File: src/rtl/vga_score_tiles_if.sv
// Bus between the score tile writer and the game engine: run enable and score in,
// registered tile-RAM address/word out.
interface vga_score_tiles_if;
  logic        en;
  logic [15:0] num;
  logic [15:0] addr;
  logic [15:0] data;

  modport master (
    output en,
    output num,
    input  addr,
    input  data
  );

  modport slave (
    input  en,
    input  num,
    output addr,
    output data
  );
endinterface

File: src/rtl/vga_score_tiles.sv
// Converts a saturated 16-bit score to four BCD digits by double-dabble and sweeps
// the matching glyph words (leading zeros blanked) into row START_ROW of the tile map.
module vga_score_tiles #(
  parameter int START_COL = 36,
  parameter int START_ROW = 0,
  parameter int TILE_COLS = 40,
  parameter int GLYPH_ROW = 4
) (
  input  logic              clk,
  input  logic              reset,
  vga_score_tiles_if.slave  bus
);

  typedef enum logic [1:0] {
    LOAD  = 2'd0,
    SHIFT = 2'd1,
    EMIT  = 2'd2
  } state_t;

  localparam logic [15:0] BaseAddr = 16'(START_ROW * TILE_COLS + START_COL);
  localparam logic [2:0]  GlyphRow = 3'(GLYPH_ROW);
  localparam logic [13:0] MaxScore = 14'd9999;

  state_t      state_q, state_d;
  logic [3:0]  bitCnt_q, bitCnt_d;
  logic [1:0]  digIdx_q, digIdx_d;
  logic [13:0] bin_q, bin_d;
  logic [15:0] bcd_q, bcd_d;
  logic [15:0] addr_q, addr_d;
  logic [15:0] data_q, data_d;

  logic [15:0] bcdAdj;
  logic [3:0]  digit;
  logic        blank;
  logic [15:0] tileWord;

  // Double-dabble correction: any nibble of 5 or more would overflow past 9 when doubled.
  function automatic logic [15:0] add3(input logic [15:0] b);
    logic [15:0] r;
    r = b;
    for (int k = 0; k < 4; k++) begin
      if (b[4*k +: 4] >= 4'd5) begin
        r[4*k +: 4] = b[4*k +: 4] + 4'd3;
      end
    end
    return r;
  endfunction

  assign bcdAdj = add3(bcd_q);

  always_comb begin
    digit = 4'd0;
    blank = 1'b0;
    case (digIdx_q)
      2'd0: begin
        digit = bcd_q[15:12];
        blank = (bcd_q[15:12] == 4'd0);
      end
      2'd1: begin
        digit = bcd_q[11:8];
        blank = (bcd_q[15:8] == 8'd0);
      end
      2'd2: begin
        digit = bcd_q[7:4];
        blank = (bcd_q[15:4] == 12'd0);
      end
      default: begin
        digit = bcd_q[3:0];
        blank = 1'b0;
      end
    endcase
  end

  // Glyphs 8 and 9 spill into the sheet row below the one holding 0..7.
  assign tileWord = blank ? 16'h0000
                          : {7'd0, 1'b1, 2'b00, GlyphRow + {2'd0, digit[3]}, digit[2:0]};

  always_comb begin
    state_d  = state_q;
    bitCnt_d = bitCnt_q;
    digIdx_d = digIdx_q;
    bin_d    = bin_q;
    bcd_d    = bcd_q;
    addr_d   = addr_q;
    data_d   = data_q;
    if (bus.en) begin
      case (state_q)
        LOAD: begin
          bin_d    = (bus.num > 16'(MaxScore)) ? MaxScore : bus.num[13:0];
          bcd_d    = 16'd0;
          bitCnt_d = 4'd13;
          state_d  = SHIFT;
        end
        SHIFT: begin
          {bcd_d, bin_d} = {bcdAdj[14:0], bin_q, 1'b0};
          if (bitCnt_q == 4'd0) begin
            digIdx_d = 2'd0;
            state_d  = EMIT;
          end else begin
            bitCnt_d = bitCnt_q - 4'd1;
          end
        end
        EMIT: begin
          addr_d   = BaseAddr + {14'd0, digIdx_q};
          data_d   = tileWord;
          digIdx_d = digIdx_q + 2'd1;
          if (digIdx_q == 2'd3) begin
            state_d = LOAD;
          end
        end
        default: begin
          state_d = LOAD;
        end
      endcase
    end
  end

  always_ff @(posedge clk) begin
    if (reset) begin
      state_q  <= LOAD;
      bitCnt_q <= 4'd0;
      digIdx_q <= 2'd0;
      bin_q    <= 14'd0;
      bcd_q    <= 16'd0;
      addr_q   <= BaseAddr;
      data_q   <= 16'h0000;
    end else begin
      state_q  <= state_d;
      bitCnt_q <= bitCnt_d;
      digIdx_q <= digIdx_d;
      bin_q    <= bin_d;
      bcd_q    <= bcd_d;
      addr_q   <= addr_d;
      data_q   <= data_d;
    end
  end

  assign bus.addr = addr_q;
  assign bus.data = data_q;

endmodule

File: src/flat_wrapper.sv
// flat-port wrapper written by rule: the top's interface ports become plain ports
module vga_score_tiles_flat 
#(
  parameter int START_COL = 36,
  parameter int START_ROW = 0,
  parameter int TILE_COLS = 40,
  parameter int GLYPH_ROW = 4
)
  (clk, reset, bus_en, bus_num, bus_addr, bus_data);
  vga_score_tiles_if bus_i ();
  input  logic clk;
  input  logic reset;
  input wire logic [$bits(bus_i.en)-1:0] bus_en;
  input wire logic [$bits(bus_i.num)-1:0] bus_num;
  output wire logic [$bits(bus_i.addr)-1:0] bus_addr;
  output wire logic [$bits(bus_i.data)-1:0] bus_data;
  assign bus_i.en = bus_en;
  assign bus_i.num = bus_num;
  assign bus_addr = bus_i.addr;
  assign bus_data = bus_i.data;
  vga_score_tiles #(.START_COL(START_COL), .START_ROW(START_ROW), .TILE_COLS(TILE_COLS), .GLYPH_ROW(GLYPH_ROW)) u_core (.clk(clk), .reset(reset), .bus(bus_i));
endmodule
File: config.mk
export PLATFORM = sky130hd
export DESIGN_NAME = vga_score_tiles_flat
export DESIGN_NICKNAME = d
export VERILOG_FILES = /design/src/rtl/vga_score_tiles_if.sv /design/src/rtl/vga_score_tiles.sv /design/src/flat_wrapper.sv
export SDC_FILE = /design/constraint.sdc
export NUM_CORES = 1
export LEC_CHECK = 0
export BUFFER_PORTS_ARGS = -buffer_cell sky130_fd_sc_hd__buf_2
export CAP_MARGIN = 30
export CORE_MARGIN = 3
export CORE_UTILIZATION = 50
export DETAILED_ROUTE_END_ITERATION = 6
export GPL_ROUTABILITY_DRIVEN = 0
export PLACE_DENSITY = 0.73
export SETUP_SLACK_MARGIN = 0.02
export SYNTH_ARGS = -nofsm -noshare
export SYNTH_HDL_FRONTEND = slang
export SYNTH_SLANG_ARGS = --single-unit
File: constraint.sdc
create_clock -name clk -period 3.37 [get_ports clk]
set_input_delay 0.337 -clock clk [delete_from_list [all_inputs] [get_ports clk]]
set_output_delay 0.337 -clock clk [all_outputs]
set_load 0.1 [all_outputs]
==> flow_summary_export.csv, run 1 <==
group,metric,value,unit
outcome,status,"completed",
layout,diodes,0,
drt,drt_iter0_markers,170,
drt,avgRoutedWirePerCell,13.47,microns
synth,synth_top_area_share,33.49,%
placement,place_hpwl,3.900,mm
die,die_h,79.35,microns
timing,rsz0062_at_grt,"no",
setup_path,slowest_stage,"nor4bb_1",
die,io_pins,51,
layout,nNetsFinal,369,
layout,drive_gt1_share,16.72,%
setup_path,path_buf_inv,1,
timing,finalHoldViolCount,0,
grt,use_met1,23.46,%
clocking,clkTransAtPathRegs,80,ps
pwr,ir_worst_vdd,0.0002401,V
timing,tns,0,ps
timing,holdWs,287.2,ps
layout,syn_to_final_growth,6.698,%
grt,top_usage_layer,"met2",
synth,synth-seq-cells,45,
drt,first_pass_iters,5,
grt,grt_max_degree,32,
clocking,cts_resized,0,
setup_path,worstPathMaxFanout,7,
grt,globalRouteMet2Util,29.71,%
timing,setup_viol,0,
synth,avgSynthCellArea,8.540,sq um
grt,grt_overflow,0,
clocking,cts_tree,"built",
grt,antenna_found_initial,0,
setup_path,arrival,1990,ps
synth,synth_cell_types,55,
setup_path,crit_type,"flop to flop",
synth,synth_xor_area_share,1.628,%
synth,async_flop_share,0,%
drt,routed_wl,5.457,mm
die,die_w,79.35,microns
synth,synthMuxAreaShare,1.860,%
timing,tightest_slew,582.1,ps
die,initial_utilization,52.34,%
synth,synthesis.area,0.002690,sq mm
timing,slew_viol_final,0,
grt,grt_pass1_vias,2024,
timing,min_period,1787,ps
grt,grt_pass1_wl,9.128,mm
clocking,cts_hold_buf,0,
clocking,cts_setup_buffers,0,
clocking,cts_root_buf,"clkbuf_8",
drt,vias,2275,
die,rows,26,
setup_path,crit_path_start_kind,"flop",
pwr,power.leakage,1.175,nW
timing,relSlewSlack,61.20,%
synth,synth.top_cells.by_count,"dfxtp_1 (45), a21oi_1 (31), buf_4 (25), o21ai_0 (25), nand2_1 (23)",
synth,synthAdderAreaFrac,7.442,%
synth,synthCells,315,
clocking,cts_sinks,45,
synth,yosys.area.top_type,"dfxtp_1",
pwr,power.total,1.194,mW
timing,min_period_over_period,53.04,%
synth,ys_warn_count,0,
setup_path,endpoint_kind,"flop",
synth,synth_edf_count,0,
timing,clock_skew,4.874,ps
die,fp.coreArea,0.005140,sq mm
clocking,h-tree-depth,2,
synth,ys_top_cells_by_area,"dfxtp_1 (33%), ha_1 (7.4%), buf_4 (7.0%), a21oi_1 (5.8%), o21ai_0 (4.7%)",
pwr,p_per_area,415.9,mW/mm^2
clocking,cts_inserted_buffers,5,
drt,antenna_left,0,
synth,yosys.area_share.simple,17.21,%
worst_hold_path,hold_class,"input port to flop",
setup_path,crit_required,3570,ps
grt,use_met3,4.989,%
die,die_area,0.006296,sq mm
clocking,cts_buffer_depth,2,
setup_path,path_cells,"inv_1, ha_1, nor4bb_1, o2111ai_1, and3_1, a22o_1",
layout,fillers,475,
synth,synth_top_family_by_area,"compound AO/OA/AOI/OAI gates",
synth,synth_compound_area_share,25.63,%
setup_path,critical_path.top_delay_family,"simple AND/OR/NAND/NOR gates",
synth,synthFlopType,"dfxtp_1",
timing,fmax,559.5,MHz
flow_run,maxCapViolCount,0,
setup_path,critPathMaxStageDelay,390,ps
timing,fin_ws,1583,ps
drt,viasPerCell,5.617,
synth,yosysSeqAreaShare,33.49,%
clocking,worstSkewPairLatency,300,ps
placement,portBuffers,26,
placement,dpl_worst_slack,1597,ps
drt,route.detailed.drc,0,
synth,yosysMostFrequentCell,"dfxtp_1",
grt,grt_use_total,18.04,%
[routing by layer]
| layer | share of wire (%) | vias to the layer above |
|---|---|---|
| li1 | - | 1128 |
| met1 | 48 | 1077 |
| met2 | 45 | 63 |
| met3 | 5.9 | 7 |
| met4 | 0.99 | 0 |
| met5 | 0 | - |
[state kept, by name, indices dropped and copies added, names as in the netlist]
register and flops:
u_core.bitCnt_q 4, u_core.digIdx_q 2, u_core.bus.addr 2, u_core.bcd_q 16, u_core.state_q 2, u_core.bin_q 14
u_core.bus.data 5
[cell families after synthesis]
group / Yosys count
AOI/OAI and AO/OA: 102
and+or+nand+nor: 82
muxes: 5
other: 2
adders and majority gates: 16
xor gates and xnor gates: 5
buffers and inverters: 58
DFF: 45
[worst register-to-register path: cells and delay by family, from the launching register on]
family / cells / cell delay, ps
buf+inv: 1 / 110
compound gates: 2 / 330
fa+ha+maj: 1 / 240
flops: 1 / 380
simple gates: 2 / 620
[cell usage in the layout (no fill, tap or decap), types with 2 or more instances in the layout]
master,n
a22o_1,12
a21oi_1,31
nand3_1,6
a2111oi_0,2
nand2b_1,6
a311oi_1,5
o31ai_1,2
buf_4,2
o21ai_0,25
dfxtp_1,45
conb_1,24
a221oi_1,3
nor3_1,7
o211ai_1,2
nor2b_2,2
xnor2_1,4
a21o_1,2
a31o_2,5
ha_1,16
and3_1,3
o2111ai_1,2
clkbuf_8,7
nand3b_1,2
mux2i_1,5
nand2_1,23
inv_1,19
nor3b_1,2
nand4_1,2
nor2_1,12
buf_2,26
or2_2,2
a222oi_1,4
a211oi_1,2
and4_1,2
[layout make-up]
cell class,count,area (sq um),area share [%]
Multi-Input combinational cell,234,1536,53.53
Sequential cell,45,900.9,31.39
Timing Repair Buffer,29,172.7,6.016
Clock buffer,7,96.34,3.357
Tap cell,70,87.58,3.051
Inverter,19,71.32,2.485
Clock inverter,1,5.005,0.1744
[final timing paths]
path	cells after the start	to	start	slack, ps
max	6	u_core.bus.data[1]$_SDFFE_PP0P_	u_core.digIdx_q[0]$_SDFFE_PP0P_	1580
min	3	u_core.bin_q[5]$_SDFFE_PP0P_	bus_num[5]	290
max reg2reg	6	u_core.bus.data[1]$_SDFFE_PP0P_	u_core.digIdx_q[0]$_SDFFE_PP0P_	1580
min reg2reg	2	u_core.bus.addr[1]$_SDFFE_PP0P_	u_core.bus.addr[1]$_SDFFE_PP0P_	450
[metrics by stage]
stage	cell area, sq um	utilization [%]	std cells
floorplan	2773	-	337
global placement	2741	53.34	396
detailed placement	2769	53.87	397
CTS	2870	55.84	405
global route	2870	55.84	405
finish	2870	55.84	405
[where the power goes]
part           leakage, nW  switching (mW)  internal (mW)
combinational        0.754           0.203         0.0568
sequential           0.367          0.0142          0.553
clock               0.0542           0.181          0.185
total                 1.18           0.398          0.795
(Power assumes the default switching activity.)
==> inputs of run 2 (changes only) <==
--- a/config.mk
+++ b/config.mk
@@ -5,13 +5,14 @@
 export SDC_FILE = /design/constraint.sdc
 export NUM_CORES = 1
 export LEC_CHECK = 0
+export ABC_AREA = 1
 export BUFFER_PORTS_ARGS = -buffer_cell sky130_fd_sc_hd__buf_2
 export CAP_MARGIN = 30
 export CORE_MARGIN = 3
 export CORE_UTILIZATION = 50
 export DETAILED_ROUTE_END_ITERATION = 6
 export GPL_ROUTABILITY_DRIVEN = 0
-export PLACE_DENSITY = 0.73
+export PLACE_DENSITY = 0.76
 export SETUP_SLACK_MARGIN = 0.02
 export SYNTH_ARGS = -nofsm -noshare
 export SYNTH_HDL_FRONTEND = slang
==> constraint.sdc (replaced) <==
create_clock -name clk -period 1.5 [get_ports clk]
set_input_delay 0.15 -clock clk [delete_from_list [all_inputs] [get_ports clk]]
set_output_delay 0.15 -clock clk [all_outputs]
set_load 0.1 [all_outputs]
==> flow_summary_export.csv, run 2 <==
group,metric,value,unit
synth,synthCells,401,
timing,setup_viol,0,
clocking,worstSkewPairLatency,290,ps
clocking,cts_sinks,45,
die,initial_utilization,52.94,%
clocking,h-tree-depth,2,
layout,layoutNonFillerInstCount,504,
setup_path,crit_type,"flop to flop",
pwr,swShare,35.60,%
worst_hold_path,hold_class,"input port to flop",
placement,place_area,0.002897,sq mm
drt,route.detailed.drc,0,
pwr,pwr-share-comb,26.3,%
synth,synthesis.area,0.002773,sq mm
timing,fmax,709.9,MHz
timing,tns,0,ps
pwr,p_sw,0.9675,mW
grt,globalRouteMet2Util,30.96,%
setup_path,ff2ff_path_depth,7,
drt,first_pass_iters,4,
pwr,p_clk_share,26.3,%
synth,async_flop_share,0,%
drt,avgRoutedWirePerCell,11.62,microns
pwr,p_int,1.751,mW
die,io_pins,51,
layout,multi_input_area,0.001564,sq mm
layout,nNetsFinal,468,
grt,top_usage_layer,"met2",
synth,synth_edf_count,0,
timing,min_period_over_period,93.92,%
layout,final_area,0.003067,sq mm
layout,drive_gt1_share,18.20,%
setup_path,arrival,1580,ps
die,die_h,80.47,microns
synth,synth-seq-cells,45,
clocking,cts_buffer_depth,2,
layout,seq_area,910.9,sq um
setup_path,worstPathMaxFanout,4,
pwr,power.leakage,1.334,nW
grt,grt_overflow,0,
setup_path,crit_required,1670,ps
clocking,cts_tree,"built",
drt,vias,2539,
grt,grt_pass1_wl,9.570,mm
setup_path,path_cells,"inv_1, ha_1, or2_2, nand3_1, nand2_1, o211ai_1, a21oi_1",
timing,slew_viol_final,0,
drt,routed_wl,5.854,mm
synth,avgSynthCellArea,6.914,sq um
synth,synth.top_cells.by_count,"nand2_1 (85), a21oi_1 (53), dfxtp_1 (45)",
synth,yosys.area.top_type,"dfxtp_1",
pwr,p_per_area,886.3,mW/mm^2
synth,yosysMostFrequentCell,"nand2_1",
grt,grt_max_degree,38,
timing,fin_ws,91.27,ps
synth,synthFlopType,"dfxtp_1",
layout,final_common_cell,"nand2_1",
drt,antenna_left,0,
synth,yosysSeqAreaShare,32.49,%
clocking,cts_root_buf,"clkbuf_8",
placement,dpl_worst_slack,47.16,ps
grt,use_met3,2.803,%
synth,ys_top_cells_by_area,"dfxtp_1 (32%), nand2_1 (12%), a21oi_1 (9.6%), buf_4 (7.6%), ha_1 (7.2%)",
setup_path,critPathMaxStageDelay,360,ps
clocking,cts_inserted_buffers,5,
timing,min_period,1409,ps
flow_run,maxCapViolCount,0,
drt,drt_iter0_markers,171,
placement,portBuffers,26,
clocking,cts_hold_buf,0,
synth,ys_warn_count,0,
clocking,clkTransAtPathRegs,80,ps
timing,rsz0062_at_grt,"no",
layout,fillers,497,
setup_path,endpoint_kind,"flop",
setup_path,slowest_stage,"dfxtp_2",
pwr,ir_worst_vdd,0.0008556,V
die,die_w,80.47,microns
synth,synth_cell_types,28,
die,rows,26,
layout,final_cell_mix,"nand2_1 (82), a21oi_1 (53), nor2_1 (39)",
layout,syn_to_final_growth,10.60,%
grt,grt_pass1_vias,2229,
die,die_area,0.006475,sq mm
timing,finalHoldViolCount,0,
worst_hold_path,hold_depth,3,
synth,synth_top_area_share,32.49,%
layout,diodes,0,
setup_path,crit_path_start_kind,"flop",
grt,antenna_found_initial,0,
timing,clock_skew,4.368,ps
layout,top_register,"u_core.bcd_q",
pwr,power_frac_seq,47.5,%
die,fp.coreArea,0.005238,sq mm
layout,largest_register_ffs,16,
grt,grt_use_total,18.37,%
placement,dp.cells,493,
outcome,status,"completed",
drt,viasPerCell,5.038,
grt,use_met1,23.66,%
placement,place_hpwl,4.204,mm
[run 2: cell types whose count changed after synthesis, sizes merged, moves of 6 or more]
cell / change
nand2: +60
nor2: +29
inv: +24
a21oi: +21
nand3: +19
a22o: -12
a31oi: +6
nand2b: -6
[run 2: worst paths after layout]
kind	slack, ps	from	to
hold / removal	130	bus_num[12]	u_core.bin_q[12]$_SDFFE_PP0P_
setup / recovery	90	u_core.bcd_q[13]$_SDFFE_PP0P_	u_core.bcd_q[14]$_SDFFE_PP0P_
setup reg to reg	90	u_core.bcd_q[13]$_SDFFE_PP0P_	u_core.bcd_q[14]$_SDFFE_PP0P_
hold reg to reg	470	u_core.bus.data[0]$_SDFFE_PP0P_	u_core.bus.data[0]$_SDFFE_PP0P_
[run 2: metrics by stage]
stage	hold slack [ps]	power (mW)	utilization [%]
finish	125.5	2.718	58.55
global route	135.4	2.868	58.55
CTS	120.3	2.725	56.83
detailed placement	433.5	2.013	55.30
global placement	435.0	2.001	55.30
floorplan	291.2	1.952	-
[run 2: cell families (layout without fill, tap and decap cells)]
family,Yosys count,count (layout),synth area share [%]
AO/OA/AOI/OAI,89,89,17.01
XOR/XNOR,2,2,0.6319
adder cells (fa/ha/maj),16,16,7.220
buffers and inverters,81,92,16.20
flip-flops,45,45,32.49
other,2,24,0.2709
AND/OR/NAND/NOR,166,166,26.17
[run 2: timing repair]
action / 4_1_cts / 5_1_grt
endpoints found under the hold margin: 0 / 0
setup endpoints to repair: 0 / 15
buffers inserted: 0 / 3
gates resized for setup: 0 / 25
[run 2: layout make-up]
class,count,share of cell area [%]
well taps,70,2.856
inverters,43,5.508
multi-input cells,297,51.00
flip-flops and latches,45,29.70
clock buffers,8,2.611
repair buffers,41,8.323
[run 2: power by group through the flow]
| stage | sequential, mW | clock (mW) | combinational [mW] |
|---|---|---|---|
| 4_1_cts | 1.29 | 0.738 | 0.698 |
| 3_3_place_gp | 1.32 | 0 | 0.685 |
| 2_1_floorplan | 1.32 | 0 | 0.633 |
| 5_1_grt | 1.30 | 0.793 | 0.779 |
| 3_5_place_dp | 1.32 | 0 | 0.696 |
| 6_report | 1.29 | 0.715 | 0.714 |
[run 2: worst max-delay path, delay by kind of cell (launching register included)]
kind,cells,cell delay [ps]
and+or+nand+nor,3,500
AOI/OAI and AO/OA,2,160
adders and majority gates,1,190
DFF,1,360
buffers and inverters,1,80
[run 2: layer usage]
layer / part of all wire, % / up-vias / wire, microns
met1: 47 / 1161 / 2736
met5: 0 / - / 0
li1: - / 1320 / -
met3: 3.8 / 6 / 223
met4: 0.68 / 0 / 40
met2: 49 / 52 / 2853
==> inputs of run 3 (changes only) <==
--- a/config.mk
+++ b/config.mk
@@ -8,6 +8,7 @@
 export ABC_AREA = 1
 export BUFFER_PORTS_ARGS = -buffer_cell sky130_fd_sc_hd__buf_2
 export CAP_MARGIN = 30
+export CORE_ASPECT_RATIO = 1.1
 export CORE_MARGIN = 3
 export CORE_UTILIZATION = 50
 export DETAILED_ROUTE_END_ITERATION = 6
==> flow_summary_export.csv, run 3 (same netlist as run 2, synthesis figures left out) <==
group,metric,value,unit
outcome,status,"completed",
placement,dp.cells,495,
pwr,power.total,2.782,mW
clocking,clkTransAtPathRegs,90,ps
clocking,cts_tree,"built",
placement,place_area,0.002899,sq mm
timing,setup_viol,0,
drt,first_pass_iters,4,
placement,portBuffers,26,
setup_path,crit_required,1700,ps
drt,route.detailed.drc,0,
pwr,pwr-share-comb,25.7,%
pwr,power_frac_seq,46.6,%
pwr,p_int,1.743,mW
pwr,p_clk_share,27.8,%
drt,avgRoutedWirePerCell,12.33,microns
timing,min_period_over_period,93.59,%
grt,grt_use_total,19.43,%
layout,final_cell_mix,"nand2_1 (82), a21oi_1 (51), inv_1 (39), nor2_1 (39), dfxtp_1 (36)",
drt,drt_iter0_markers,213,
die,rows,27,
clocking,h-tree-depth,2,
setup_path,arrival,1600,ps
layout,diodes,0,
placement,place_hpwl,4.521,mm
grt,grt_pass1_wl,10.47,mm
setup_path,path_cells,"inv_1, ha_1, or2_2, nand3_1, nand2_1, o211ai_1, a21oi_1",
layout,fin_util,59.02,%
pwr,p_sw,1.039,mW
pwr,power.leakage,1.309,nW
timing,finalHoldViolCount,0,
layout,nNetsFinal,465,
setup_path,slowest_stage,"dfxtp_2",
setup_path,worstPathMaxFanout,4,
timing,rsz0062_at_grt,"yes",
setup_path,endpoint_kind,"flop",
clocking,worstSkewPairLatency,300,ps
die,die_h,84.10,microns
layout,fillers,498,
setup_path,critical_path.top_delay_family,"simple AND/OR/NAND/NOR gates",
flow_run,maxCapViolCount,0,
pwr,swShare,37.35,%
die,die_w,77,microns
layout,top_register,"u_core.bcd_q",
setup_path,crit_path_start_kind,"flop",
timing,slew_viol_final,0,
clocking,cts_sinks,45,
drt,viasPerCell,5.177,
layout,final_common_cell,"nand2_1",
drt,antenna_left,0,
timing,fin_ws,96.20,ps
grt,grt_pass1_vias,2434,
die,initial_utilization,53.64,%
die,io_pins,51,
placement,dpl_worst_slack,14.31,ps
drt,routed_wl,6.200,mm
clocking,cts_root_buf,"clkbuf_8",
pwr,p_per_area,911.8,mW/mm^2
layout,syn_to_final_growth,10.02,%
setup_path,critPathMaxStageDelay,370,ps
layout,layoutNonFillerInstCount,503,
timing,holdWs,116.9,ps
timing,tns,0,ps
layout,final_area,0.003050,sq mm
drt,vias,2604,
die,die_area,0.006476,sq mm
timing,min_period,1404,ps
grt,grt_max_degree,38,
grt,grt_overflow,0,
setup_path,path_buf_inv,1,
die,fp.coreArea,0.005169,sq mm
timing,fmax,712.4,MHz
worst_hold_path,hold_class,"input port to flop",
pwr,ir_worst_vdd,0.0007263,V
clocking,cts_buffer_depth,2,
grt,antenna_found_initial,0,
timing,clock_skew,6.708,ps
setup_path,crit_type,"flop to flop",
clocking,cts_inserted_buffers,5,
layout,drive_gt1_share,18.10,%
layout,largest_register_ffs,16,
-- run 3: cell types whose count changed in the layout (fill, tap and decap cells not counted), sizes merged --
cell and delta:
clkinvlp +3, buf -3, clkbuf -3
-- run 3: worst paths after layout --
check | start | endpoint | slack, ps | depth (start not counted)
worst max-delay path | u_core.bcd_q[13]$_SDFFE_PP0P_ | u_core.bcd_q[14]$_SDFFE_PP0P_ | 100 | 7
worst min-delay path | bus_num[12] | u_core.bin_q[12]$_SDFFE_PP0P_ | 120 | 3
worst max register to register | u_core.bcd_q[13]$_SDFFE_PP0P_ | u_core.bcd_q[14]$_SDFFE_PP0P_ | 100 | 7
worst min register to register | u_core.bus.data[1]$_SDFFE_PP0P_ | u_core.bus.data[1]$_SDFFE_PP0P_ | 470 | 2
-- run 3: metal layers --
metal,track usage [%],up-vias,routed length (microns)
met2,35.10,81,3082
li1,-,1313,-
met3,4.104,14,357
met1,22.59,1196,2635
met4,6.796,0,124
met5,0,-,0
-- run 3: power groups by stage --
| stage | sequential [mW] | clock (mW) | combinational [mW] |
|---|---|---|---|
| 2_1_floorplan | 1.32 | 0 | 0.633 |
| 3_3_place_gp | 1.32 | 0 | 0.685 |
| 3_5_place_dp | 1.32 | 0 | 0.690 |
| 4_1_cts | 1.30 | 0.781 | 0.692 |
| 5_1_grt | 1.30 | 0.830 | 0.775 |
| 6_report | 1.30 | 0.773 | 0.714 |
-- run 3: layout make-up --
type                       count  area (sq um)  share of cell area [%]
clock buffer                   5         68.82                   2.256
clock inverter                 3         22.52                  0.7383
inverter                      43         171.4                   5.619
multi-input combinational    297          1548                   50.74
sequential                    45         917.1                   30.07
tap                           72         90.09                   2.953
timing repair buffer          38         232.7                   7.629
-- run 3: worst reg2reg max path, delay by kind of cell (launching register included) --
| kind | cells | cell delay, ps |
|---|---|---|
| compound gates | 2 | 150 |
| fa+ha+maj | 1 | 190 |
| buf+inv | 1 | 80 |
| flops | 1 | 370 |
| simple gates | 3 | 500 |
-- run 3: timing repair --
| action | CTS | global route |
|---|---|---|
| gates cloned | 0 | 0 |
| pin swaps | 0 | 1 |
| endpoints found under the hold margin | 0 | 0 |
| hold buffers | 0 | 0 |
| setup endpoints to repair | 1 | 20 |
| resized for setup | 1 | 25 |
| buffers inserted | 0 | 0 |
